--- src/rtl/dcdiff_pkg.sv ---
`default_nettype none
//============================================================================
// Module   : dcdiff_pkg
// Purpose  : Shared types and table constants for the DC-difference decoder.
// Revision : 1.0 - initial release
//============================================================================
package dcdiff_pkg;

    typedef enum logic [1:0] {
        S_CODE  = 2'd0,
        S_EXTRA = 2'd1,
        S_DONE  = 2'd2
    } state_t;

    typedef enum logic {
        LUMA   = 1'b0,
        CHROMA = 1'b1
    } tsel_t;

    localparam int c_MAX_SIZE         = 11;
    localparam int c_LUMA_MAX_ONES    = 8;
    localparam int c_CHROMA_MAX_ONES  = 10;
    // Size of a long code is (leading ones) + offset.
    localparam int c_LUMA_LONG_OFS    = 3;
    localparam int c_CHROMA_LONG_OFS  = 1;

endpackage
`default_nettype wire

--- src/rtl/dcdiff_hdecode_if.sv ---
`default_nettype none
//============================================================================
// Module   : dcdiff_hdecode_if
// Purpose  : Bit-input and result-output handshakes of the DC-diff decoder.
// Revision : 1.0 - initial release
//============================================================================
interface dcdiff_hdecode_if #(
    parameter int DIFF_W = 12
);
    logic              lumenb;
    logic              chromenb_u;
    logic              chromenb_v;
    logic              bit_in;
    logic              bit_valid;
    logic              bit_ready;
    logic [3:0]        size;
    logic [DIFF_W-1:0] diff;
    logic              err;
    logic              out_valid;
    logic              out_ready;

    modport slave (
        input  lumenb, chromenb_u, chromenb_v, bit_in, bit_valid, out_ready,
        output bit_ready, size, diff, err, out_valid
    );

    modport master (
        output lumenb, chromenb_u, chromenb_v, bit_in, bit_valid, out_ready,
        input  bit_ready, size, diff, err, out_valid
    );
endinterface
`default_nettype wire

--- src/rtl/dcdiff_extend.sv ---
`default_nettype none
//============================================================================
// Module   : dcdiff_extend
// Purpose  : JPEG magnitude extension of (size, mag) to a signed difference.
// Revision : 1.0 - initial release
//============================================================================
module dcdiff_extend #(
    parameter int DIFF_W   = 12,
    parameter int MAX_SIZE = 11
) (
    input  wire logic [3:0]          size,
    input  wire logic [MAX_SIZE-1:0] mag,
    output logic      [DIFF_W-1:0]   diff
);
    logic [DIFF_W-1:0] w_mag;
    logic [DIFF_W-1:0] w_mask;
    logic              w_top;

    always_comb begin
        w_mag  = DIFF_W'(mag);
        w_mask = (DIFF_W'(1) << size) - DIFF_W'(1);
        w_top  = |(w_mag & (DIFF_W'(1) << (size - 4'd1)));
        diff   = '0;
        if (size != 4'd0) begin
            // Leading zero means negative: value is mag - (2^size - 1).
            diff = w_top ? (w_mag & w_mask) : ((w_mag & w_mask) - w_mask);
        end
    end
endmodule
`default_nettype wire

--- src/rtl/dcdiff_hdecode.sv ---
`default_nettype none
//============================================================================
// Module   : dcdiff_hdecode
// Purpose  : Serial JPEG DC-difference Huffman decoder, one bit per cycle.
// Revision : 1.0 - initial release
//============================================================================
module dcdiff_hdecode
    import dcdiff_pkg::*;
#(
    parameter int DIFF_W   = 12,
    parameter int MAX_SIZE = c_MAX_SIZE
) (
    input  wire logic       clk,
    input  wire logic       rst,
    dcdiff_hdecode_if.slave bus
);
    state_t                r_state, w_state_nxt;
    tsel_t                 r_tsel, w_tsel_nxt, w_tsel;
    logic [3:0]            r_len, w_len_nxt;
    logic                  r_allones, w_allones_nxt;
    logic [1:0]            r_code, w_code_nxt;
    logic [3:0]            r_ext, w_ext_nxt;
    logic [MAX_SIZE-1:0]   r_mag, w_mag_nxt, w_mag_shift;
    logic [3:0]            r_size, w_size_nxt;
    logic [DIFF_W-1:0]     r_diff, w_diff_nxt, w_ext_diff;
    logic                  r_err, w_err_nxt;

    logic                  w_bit_ready;
    logic                  w_take;
    logic                  w_dec_done;
    logic                  w_dec_err;
    logic [3:0]            w_dec_size;

    assign w_mag_shift = {r_mag[MAX_SIZE-2:0], bus.bit_in};
    // Table choice is frozen once the first bit of a symbol is in.
    assign w_tsel      = (r_len == 4'd0) ? (bus.lumenb ? LUMA : CHROMA) : r_tsel;
    assign w_bit_ready = (r_state != S_DONE) &&
                         ((r_state == S_CODE && r_len == 4'd0) ?
                          (bus.lumenb | bus.chromenb_u | bus.chromenb_v) : 1'b1);
    assign w_take      = bus.bit_valid & w_bit_ready;

    dcdiff_extend #(
        .DIFF_W   (DIFF_W),
        .MAX_SIZE (MAX_SIZE)
    ) u_extend (
        .size (r_size),
        .mag  (w_mag_shift),
        .diff (w_ext_diff)
    );

    always_ff @(posedge clk or posedge rst) begin
        if (rst) r_state <= S_CODE;
        else     r_state <= w_state_nxt;
    end

    always_comb begin
        w_state_nxt   = r_state;
        w_tsel_nxt    = r_tsel;
        w_len_nxt     = r_len;
        w_allones_nxt = r_allones;
        w_code_nxt    = r_code;
        w_ext_nxt     = r_ext;
        w_mag_nxt     = r_mag;
        w_size_nxt    = r_size;
        w_diff_nxt    = r_diff;
        w_err_nxt     = r_err;
        w_dec_done    = 1'b0;
        w_dec_err     = 1'b0;
        w_dec_size    = 4'd0;

        // Prefix match including the bit currently on bit_in.
        if (w_tsel == LUMA) begin
            if (r_allones) begin
                if (bus.bit_in) begin
                    w_dec_err = (r_len == 4'(c_LUMA_MAX_ONES));
                end else if (r_len >= 4'd2) begin
                    w_dec_done = 1'b1;
                    w_dec_size = r_len + 4'(c_LUMA_LONG_OFS);
                end
            end else if (r_len == 4'd1) begin
                w_dec_done = ~bus.bit_in;
            end else begin
                // 3-bit codes 010..110 map to size = code - 1.
                w_dec_done = 1'b1;
                w_dec_size = {1'b0, r_code, bus.bit_in} - 4'd1;
            end
        end else begin
            if (r_allones) begin
                if (bus.bit_in) begin
                    w_dec_err = (r_len == 4'(c_CHROMA_MAX_ONES));
                end else if (r_len >= 4'd1) begin
                    w_dec_done = 1'b1;
                    w_dec_size = r_len + 4'(c_CHROMA_LONG_OFS);
                end
            end else begin
                w_dec_done = 1'b1;
                w_dec_size = {3'd0, bus.bit_in};
            end
        end

        case (r_state)
            S_CODE: begin
                if (w_take) begin
                    w_tsel_nxt    = w_tsel;
                    w_len_nxt     = r_len + 4'd1;
                    w_code_nxt    = {r_code[0], bus.bit_in};
                    w_allones_nxt = r_allones & bus.bit_in;
                    if (w_dec_err) begin
                        w_state_nxt = S_DONE;
                        w_err_nxt   = 1'b1;
                        w_size_nxt  = 4'd0;
                        w_diff_nxt  = '0;
                    end else if (w_dec_done) begin
                        w_err_nxt  = 1'b0;
                        w_size_nxt = w_dec_size;
                        if (w_dec_size == 4'd0) begin
                            w_state_nxt = S_DONE;
                            w_diff_nxt  = '0;
                        end else begin
                            w_state_nxt = S_EXTRA;
                            w_ext_nxt   = w_dec_size;
                            w_mag_nxt   = '0;
                        end
                    end
                end
            end
            S_EXTRA: begin
                if (w_take) begin
                    w_mag_nxt = w_mag_shift;
                    w_ext_nxt = r_ext - 4'd1;
                    if (r_ext == 4'd1) begin
                        w_state_nxt = S_DONE;
                        w_diff_nxt  = w_ext_diff;
                    end
                end
            end
            S_DONE: begin
                if (bus.out_ready) begin
                    w_state_nxt   = S_CODE;
                    w_len_nxt     = 4'd0;
                    w_allones_nxt = 1'b1;
                    w_code_nxt    = 2'd0;
                end
            end
            default: w_state_nxt = S_CODE;
        endcase
    end

    always_ff @(posedge clk or posedge rst) begin
        if (rst) begin
            r_tsel    <= LUMA;
            r_len     <= 4'd0;
            r_allones <= 1'b1;
            r_code    <= 2'd0;
            r_ext     <= 4'd0;
            r_mag     <= '0;
            r_size    <= 4'd0;
            r_diff    <= '0;
            r_err     <= 1'b0;
        end else begin
            r_tsel    <= w_tsel_nxt;
            r_len     <= w_len_nxt;
            r_allones <= w_allones_nxt;
            r_code    <= w_code_nxt;
            r_ext     <= w_ext_nxt;
            r_mag     <= w_mag_nxt;
            r_size    <= w_size_nxt;
            r_diff    <= w_diff_nxt;
            r_err     <= w_err_nxt;
        end
    end

    assign bus.bit_ready = w_bit_ready;
    assign bus.size      = r_size;
    assign bus.diff      = r_diff;
    assign bus.err       = r_err;
    assign bus.out_valid = (r_state == S_DONE);

endmodule
`default_nettype wire
--- src/flat_wrapper.sv ---
// flat-port wrapper written by rule: the top's interface ports become plain ports
module dcdiff_hdecode_flat import dcdiff_pkg::*;
#(
    parameter int DIFF_W   = 12,
    parameter int MAX_SIZE = c_MAX_SIZE
)
  (clk, rst, bus_lumenb, bus_chromenb_u, bus_chromenb_v, bus_bit_in, bus_bit_valid, bus_out_ready, bus_bit_ready, bus_size, bus_diff, bus_err, bus_out_valid);
  dcdiff_hdecode_if #(.DIFF_W(DIFF_W)) bus_i ();
  input  wire logic clk;
  input  wire logic rst;
  input wire logic [$bits(bus_i.lumenb)-1:0] bus_lumenb;
  input wire logic [$bits(bus_i.chromenb_u)-1:0] bus_chromenb_u;
  input wire logic [$bits(bus_i.chromenb_v)-1:0] bus_chromenb_v;
  input wire logic [$bits(bus_i.bit_in)-1:0] bus_bit_in;
  input wire logic [$bits(bus_i.bit_valid)-1:0] bus_bit_valid;
  input wire logic [$bits(bus_i.out_ready)-1:0] bus_out_ready;
  output wire logic [$bits(bus_i.bit_ready)-1:0] bus_bit_ready;
  output wire logic [$bits(bus_i.size)-1:0] bus_size;
  output wire logic [$bits(bus_i.diff)-1:0] bus_diff;
  output wire logic [$bits(bus_i.err)-1:0] bus_err;
  output wire logic [$bits(bus_i.out_valid)-1:0] bus_out_valid;
  assign bus_i.lumenb = bus_lumenb;
  assign bus_i.chromenb_u = bus_chromenb_u;
  assign bus_i.chromenb_v = bus_chromenb_v;
  assign bus_i.bit_in = bus_bit_in;
  assign bus_i.bit_valid = bus_bit_valid;
  assign bus_i.out_ready = bus_out_ready;
  assign bus_bit_ready = bus_i.bit_ready;
  assign bus_size = bus_i.size;
  assign bus_diff = bus_i.diff;
  assign bus_err = bus_i.err;
  assign bus_out_valid = bus_i.out_valid;
  dcdiff_hdecode #(.DIFF_W(DIFF_W), .MAX_SIZE(MAX_SIZE)) u_core (.clk(clk), .rst(rst), .bus(bus_i));
endmodule
--- config.mk ---
export PLATFORM = sky130hd
export DESIGN_NAME = dcdiff_hdecode_flat
export DESIGN_NICKNAME = d
export VERILOG_FILES = /design/src/rtl/dcdiff_pkg.sv /design/src/rtl/dcdiff_hdecode_if.sv /design/src/rtl/dcdiff_extend.sv /design/src/rtl/dcdiff_hdecode.sv /design/src/flat_wrapper.sv
export SDC_FILE = /design/constraint.sdc
export NUM_CORES = 1
export LEC_CHECK = 0
export BUFFER_PORTS_ARGS = -buffer_cell sky130_fd_sc_hd__buf_2
export CAP_MARGIN = 20
export CORE_MARGIN = 5
export CORE_UTILIZATION = 65
export DETAILED_ROUTE_END_ITERATION = 6
export PLACE_DENSITY = 0.95
export SETUP_SLACK_MARGIN = 0.3
export SLEW_MARGIN = 10
export SYNTH_ARGS = -nofsm -noshare
export SYNTH_HDL_FRONTEND = slang
export SYNTH_SLANG_ARGS = --single-unit
--- constraint.sdc ---
create_clock -name clk -period 7.9 [get_ports clk]
set_input_delay 0 -clock clk [delete_from_list [all_inputs] [get_ports clk]]
set_output_delay 0 -clock clk [all_outputs]
set_load 0.005 [all_outputs]
======== Word-level counts from Yosys, hierarchy flattened ========
Cells that the tools add are included.
word-level totals
  bits of input ports ..................... 8
  bits in registers ....................... 41
operators by class
  equality and inequality tests ........... 16
  reduce and logical (&&, ||, !) cells .... 16
  add/sub/neg operators ................... 7
  shifts and indexed selects .............. 2
  mux-type cells .......................... 65
  order comparisons ....................... 2
  bitwise logic cells ..................... 7
operators by type and width
  operator               count
  $mux 12                8
  $mux 4                 17
  $mux 10                5
  $and 11x12->12         2
  $pmux 12 s2            1
  $shl 1x4->12 const A   2
  $mux 1                 20
  $pmux 10 s2            1
  $mux 2                 8
  $pmux 4 s2             2
  $reduce_and 6->1       2
  $reduce_or 12->1       1
  $sub 12x12->12         1
  $sub 12x2->12 const B  1
  $eq 4x1->1 const B     2
  $eq 4x4->1 const B     2
  $logic_not 4->1        2
  $ne 2x1->1 const B     4
  $ne 2x2->1 const B     4
  $sub 4x1->4 const B    2
  $pmux 2 s3             1
  $reduce_and 3->1       2
  $reduce_bool 2->1      3
  $reduce_and 5->1       1
  other kinds (18)       21

======== Logic depth before layout (Yosys ltp) ========
  depth after elaboration ................. 11
  gate-level depth with buffers ........... 13
  mapped depth without buffers ............ 11

======== Cells and area by module ========
From an unflattened synthesis, not the netlist that was laid out.
unflattened totals
  cells, all modules ...................... 377
  area total of the unflattened synthesis .. 3289.4 sq um
modules (own cells, without submodules)
  module          area an instance (sq um)  sequential area each (sq um)  cells each  times used
  dcdiff_hdecode  2257.2                    1027.2                        238         1
  dcdiff_extend   1032.2                    0.0                           139         1

======== Worst setup path after synthesis ========
No wires, ideal clock.
  path type ............................... reg-to-reg
  start ................................... reg u_core.r_size[1] (netlist: u_core.bus.size[1])
  end ..................................... reg u_core.r_diff[9] (netlist: u_core.bus.diff[9])
  arrival time ............................ 2.928 ns
  path slack .............................. 4.846 ns
  cell stages (with the launch flop) ...... 12
  required time ........................... 7.774 ns
  path buffers ............................ 1
  cells stage by stage .................... dfrtp_1 -> buf_6 -> nor4_2 -> inv_1 -> ha_1 -> and2b_2 -> mux2_4 -> nor4_4 -> o21ai_1 -> nor2_1 -> mux2_2 -> a221o_1
on the way
  longest elaborated chain between the ends .. 9
  elaborated cells between the ends (all ways) .. 14
RTL lines
  what                                                line                                      text
  start: declaration                                  dcdiff_hdecode.sv:24                      logic [3:0] r_size, w_size_nxt;
  start signal: assignment                            dcdiff_hdecode.sv:167                     r_size <= w_size_nxt;
  $shl 1x4->12 or $sub 4x1->4 (tied branches)         dcdiff_extend.sv:21, dcdiff_extend.sv:22
  $sub 12x2->12 or $shl 1x4->12 (tied branches)       dcdiff_extend.sv:21, dcdiff_extend.sv:22
  $and 11x12->12 (on tied branches)                   dcdiff_extend.sv:26, dcdiff_extend.sv:22
  $sub 12x12->12 or $reduce_or 12->1 (tied branches)  dcdiff_extend.sv:26, dcdiff_extend.sv:22
  $mux 12                                             dcdiff_extend.sv:26                       diff = w_top ? (w_mag & w_mask) : ((w_mag & w_mask) - w_mask);
  $mux 12 *                                           dcdiff_extend.sv:24                       if (size != 4'd0) begin
  $mux 12 *                                           dcdiff_hdecode.sv:131                     if (r_ext == 4'd1) begin
  $mux 12 *                                           dcdiff_hdecode.sv:128                     if (w_take) begin
  $pmux 12 s2 *                                       dcdiff_hdecode.sv:101                     case (r_state)
  end signal: assignment                              dcdiff_hdecode.sv:168                     r_diff <= w_diff_nxt;
  end: declaration                                    dcdiff_hdecode.sv:25                      logic [DIFF_W-1:0] r_diff, w_diff_nxt, w_ext_diff;
Mark *: on every way between the ends. The rest lies on a longest branch, timed or not. The select of a mux whose other input is x is not followed.
A chain may end at the register's enable or synchronous reset.

======== Worst setup path after layout ========
  start ................................... reg u_core.r_size[3] (netlist: u_core.bus.size[3])
  end ..................................... reg u_core.r_diff[9] (netlist: u_core.bus.diff[9])
The elaborated chain is that of the path after synthesis.

==> run metrics <==
Vias=slightly above 3,000; Reg2Reg Setup Slack=between 4000 and 5000 ps; worst vdd ir=230.3 uV; Reg clk slew, reported paths=90 ps; clock skew=8.974 ps; initial DRC count=256; Min-Delay Path Class=input port to flop; Setup CP Type=flop to flop; vias in the first global route=~3,000; Antenna Violating Nets Remaining=0; # DRC=0; syn avg cell area=between 8 and 9 sq um; share of layout cells above drive strength 1=0.1593; Worst Hold Endpoint=u_core.r_state[1]; Avg WL per Cell=about 18 um; Netlist cell types=77; design area=between 3000 and 4000 sq um; # port buffers=26; Fmax achieved=approximately 0.28 GHz; most frequent cell after synthesis=nand2_1; startpoint types=flop; final hold vios=0; Syn Nets=between 400 and 500; ant diodes=0; Yosys top cell by area=dfrtp_1; final setup vio count=0; synth cell count leaders=64 x nand2_1, 40 x dfrtp_1, 31 x o21ai_0, 28 x nor2_1; EDFF count, synth=0; RSZ-0062 raised after global routing=no; row count=26; Max-slew headroom=0.3794; first-pass GRT wire length=approximately 14,000 um; Worst R2R Start=u_core.bus.size[3]; starting density of the core=0.6610; Hold Path Depth=4; initial antenna violation count=0; worst-margin pin slew=around 930 ps; Final HPWL DP=between 6000 and 7000 um; Placement Cell Area=3342 sq um; final hold slack=35.43 ps; status=completed; Slew Viols, Final=0; largest net degree at the start of global routing=42; worst path required time=8090 ps; Synth Register Bits=41; setup TNS=0 ps; HP Start=bus_out_ready; crit path time final=3611 ps; I/O pin count=27; Bufs on Longest Clock Path=2; Post-Route WL=approximately 8500 um; GRT Util Overall=0.2740; worst reg2reg path endpoint=u_core.bus.diff[9]; Worst path slowest cell=dfrtp_1; Root Buffer=clkbuf_8; Post-CTS Setup Repair Bufs=0; cell breakdown of the critical path=nor4_2, inv_1, ha_1, and2b_2, mux2_4, nor4_4, o21ai_1, nor2_1, mux2_2, a221o_1; Fillers=404; GRT overflow=0; Die Ht=roughly 80 um; vias per cell=6.504; ys async rst share=1.000; Synthesis Warnings=0; P&R area growth vs syn=4.993%; Mapped Cells=396; Leakage=roughly 1.5 nW; Max Cap Viol=0; CTS hold repair buffers=2; die area=roughly 6700 sq um; Initial DRT Pass Iterations=5; htree depth=2; DIE WIDTH=between 80 and 90 um; mapped cell area=~3300 sq um; Yosys top cell area share=0.3003; total CTS buffers=5; Nets=about 430; R2R depth=10; Post-synth top flop=dfrtp_1; endpoint kind of the worst setup timing path=flop; sequential element share of the synthesized area=0.3082; Post-CTS Resized=0; fin crit share=0.4570; clk sinks=between 40 and 50; Core Box Area=~5000 sq um; pwr/cell area=between 400 and 500 nW/um^2; top post-synthesis cells by area=dfrtp_1 30%, nand2_1 7.2%, o21ai_0 4.7%, ha_1 3.8%, nor2_1 3.2%; Worst Path Arrival=around 3800 ps; Worst-Skew Late Latency=300 ps; RePlAce Congestion=between 0.9 and 1; CP max FO=22; CTS tree=yes; Worst path max stage delay=between 600 and 700 ps
## critical path: cells and delay by family, from the launching register on
kind                     cells  cell delay [ps]
multiplexers                 2              670
buffers and inverters        1              110
flip-flops                   1              650
adder cells (fa/ha/maj)      1              370
AND/OR/NAND/NOR              4             1220
AO/OA/AOI/OAI                2              480
## metal layers
layer	vias to the layer above	global-route usage	routed length, um
met5	-	0	0
met3	35	0.03947	582
met4	0	0.1412	296
li1	1446	-	-
met1	1478	0.3271	3331
met2	150	0.4780	4330
## sequential cells by signal, indices dropped and copies added (netlist names)
| register | cells |
|---|---|
| u_core.bus.diff | 12 |
| u_core.r_len | 4 |
| u_core.r_allones | 1 |
| u_core.r_mag | 10 |
| u_core.r_state | 2 |
| u_core.bus.err | 1 |
| u_core.r_ext | 4 |
| u_core.bus.size | 4 |
| u_core.r_code | 2 |
| u_core.r_tsel | 1 |
## placed cells by master (no fill, tap or decap), types with 5 or more instances in the layout
cell	instances
mux2_2	6
a21o_1	5
o211ai_1	5
nor2_1	28
dfrtp_1	40
inv_1	17
o21ai_0	31
a21oi_1	17
a211oi_1	5
nand3_1	13
nand2_1	64
mux2i_1	7
ha_1	10
o31ai_1	5
o21ai_1	13
buf_2	26
clkbuf_8	5
xnor2_1	5
nand2b_1	7
## cell families after synthesis
logic type,Yosys count,synth area share
DFF,41,0.3082
xor gates and xnor gates,9,0.02365
and+or+nand+nor,159,0.2534
muxes,16,0.05593
buffers and inverters,43,0.08634
AOI/OAI and AO/OA,118,0.2350
adders and majority gates,10,0.03754
## per-stage QoR
stage          power [mW]  worst slack [ps]  cells    util
2_1_floorplan       1.178              4846    396       -
3_3_place_gp        1.294              4515    468  0.6628
3_5_place_dp        1.324              4399    468  0.6628
4_1_cts             1.542              4374    478  0.6940
5_1_grt             1.676              4055    478  0.6940
6_report            1.562              4289    478  0.6940
## report_power, final
group | switching, mW | internal, mW | total (mW)
logic | 0.574 | 0.375 | 0.949
clock network | 0.0821 | 0.127 | 0.209
registers | 0.124 | 0.279 | 0.404
total | 0.780 | 0.782 | 1.56
## worst max path at each step
| stage | startpoint | end | slack, ps | depth (start not counted) |
|---|---|---|---|---|
| 2_1_floorplan | u_core.bus.size[1] | u_core.bus.diff[9] | 4850 | 11 |
| 3_3_place_gp | u_core.bus.size[3] | u_core.bus.diff[9] | 4520 | 10 |
| 3_5_place_dp | u_core.bus.size[3] | u_core.bus.diff[9] | 4400 | 10 |
| 4_1_cts | u_core.bus.size[3] | u_core.bus.diff[9] | 4370 | 10 |
| 5_1_grt | u_core.bus.size[3] | u_core.bus.diff[9] | 4050 | 10 |
| 6_report | u_core.bus.size[3] | u_core.bus.diff[9] | 4290 | 10 |
## layout make-up
cell class,instances,area [sq um],area share
well taps,70,87.58,0.02503
clock inverters,3,68.82,0.01966
flip-flops and latches,41,1027,0.2935
inverters,17,63.81,0.01823
clock buffers,5,68.82,0.01966
repair buffers,30,165.2,0.04719
multi-input cells,312,2018,0.5767
(Power assumes the default switching activity.)
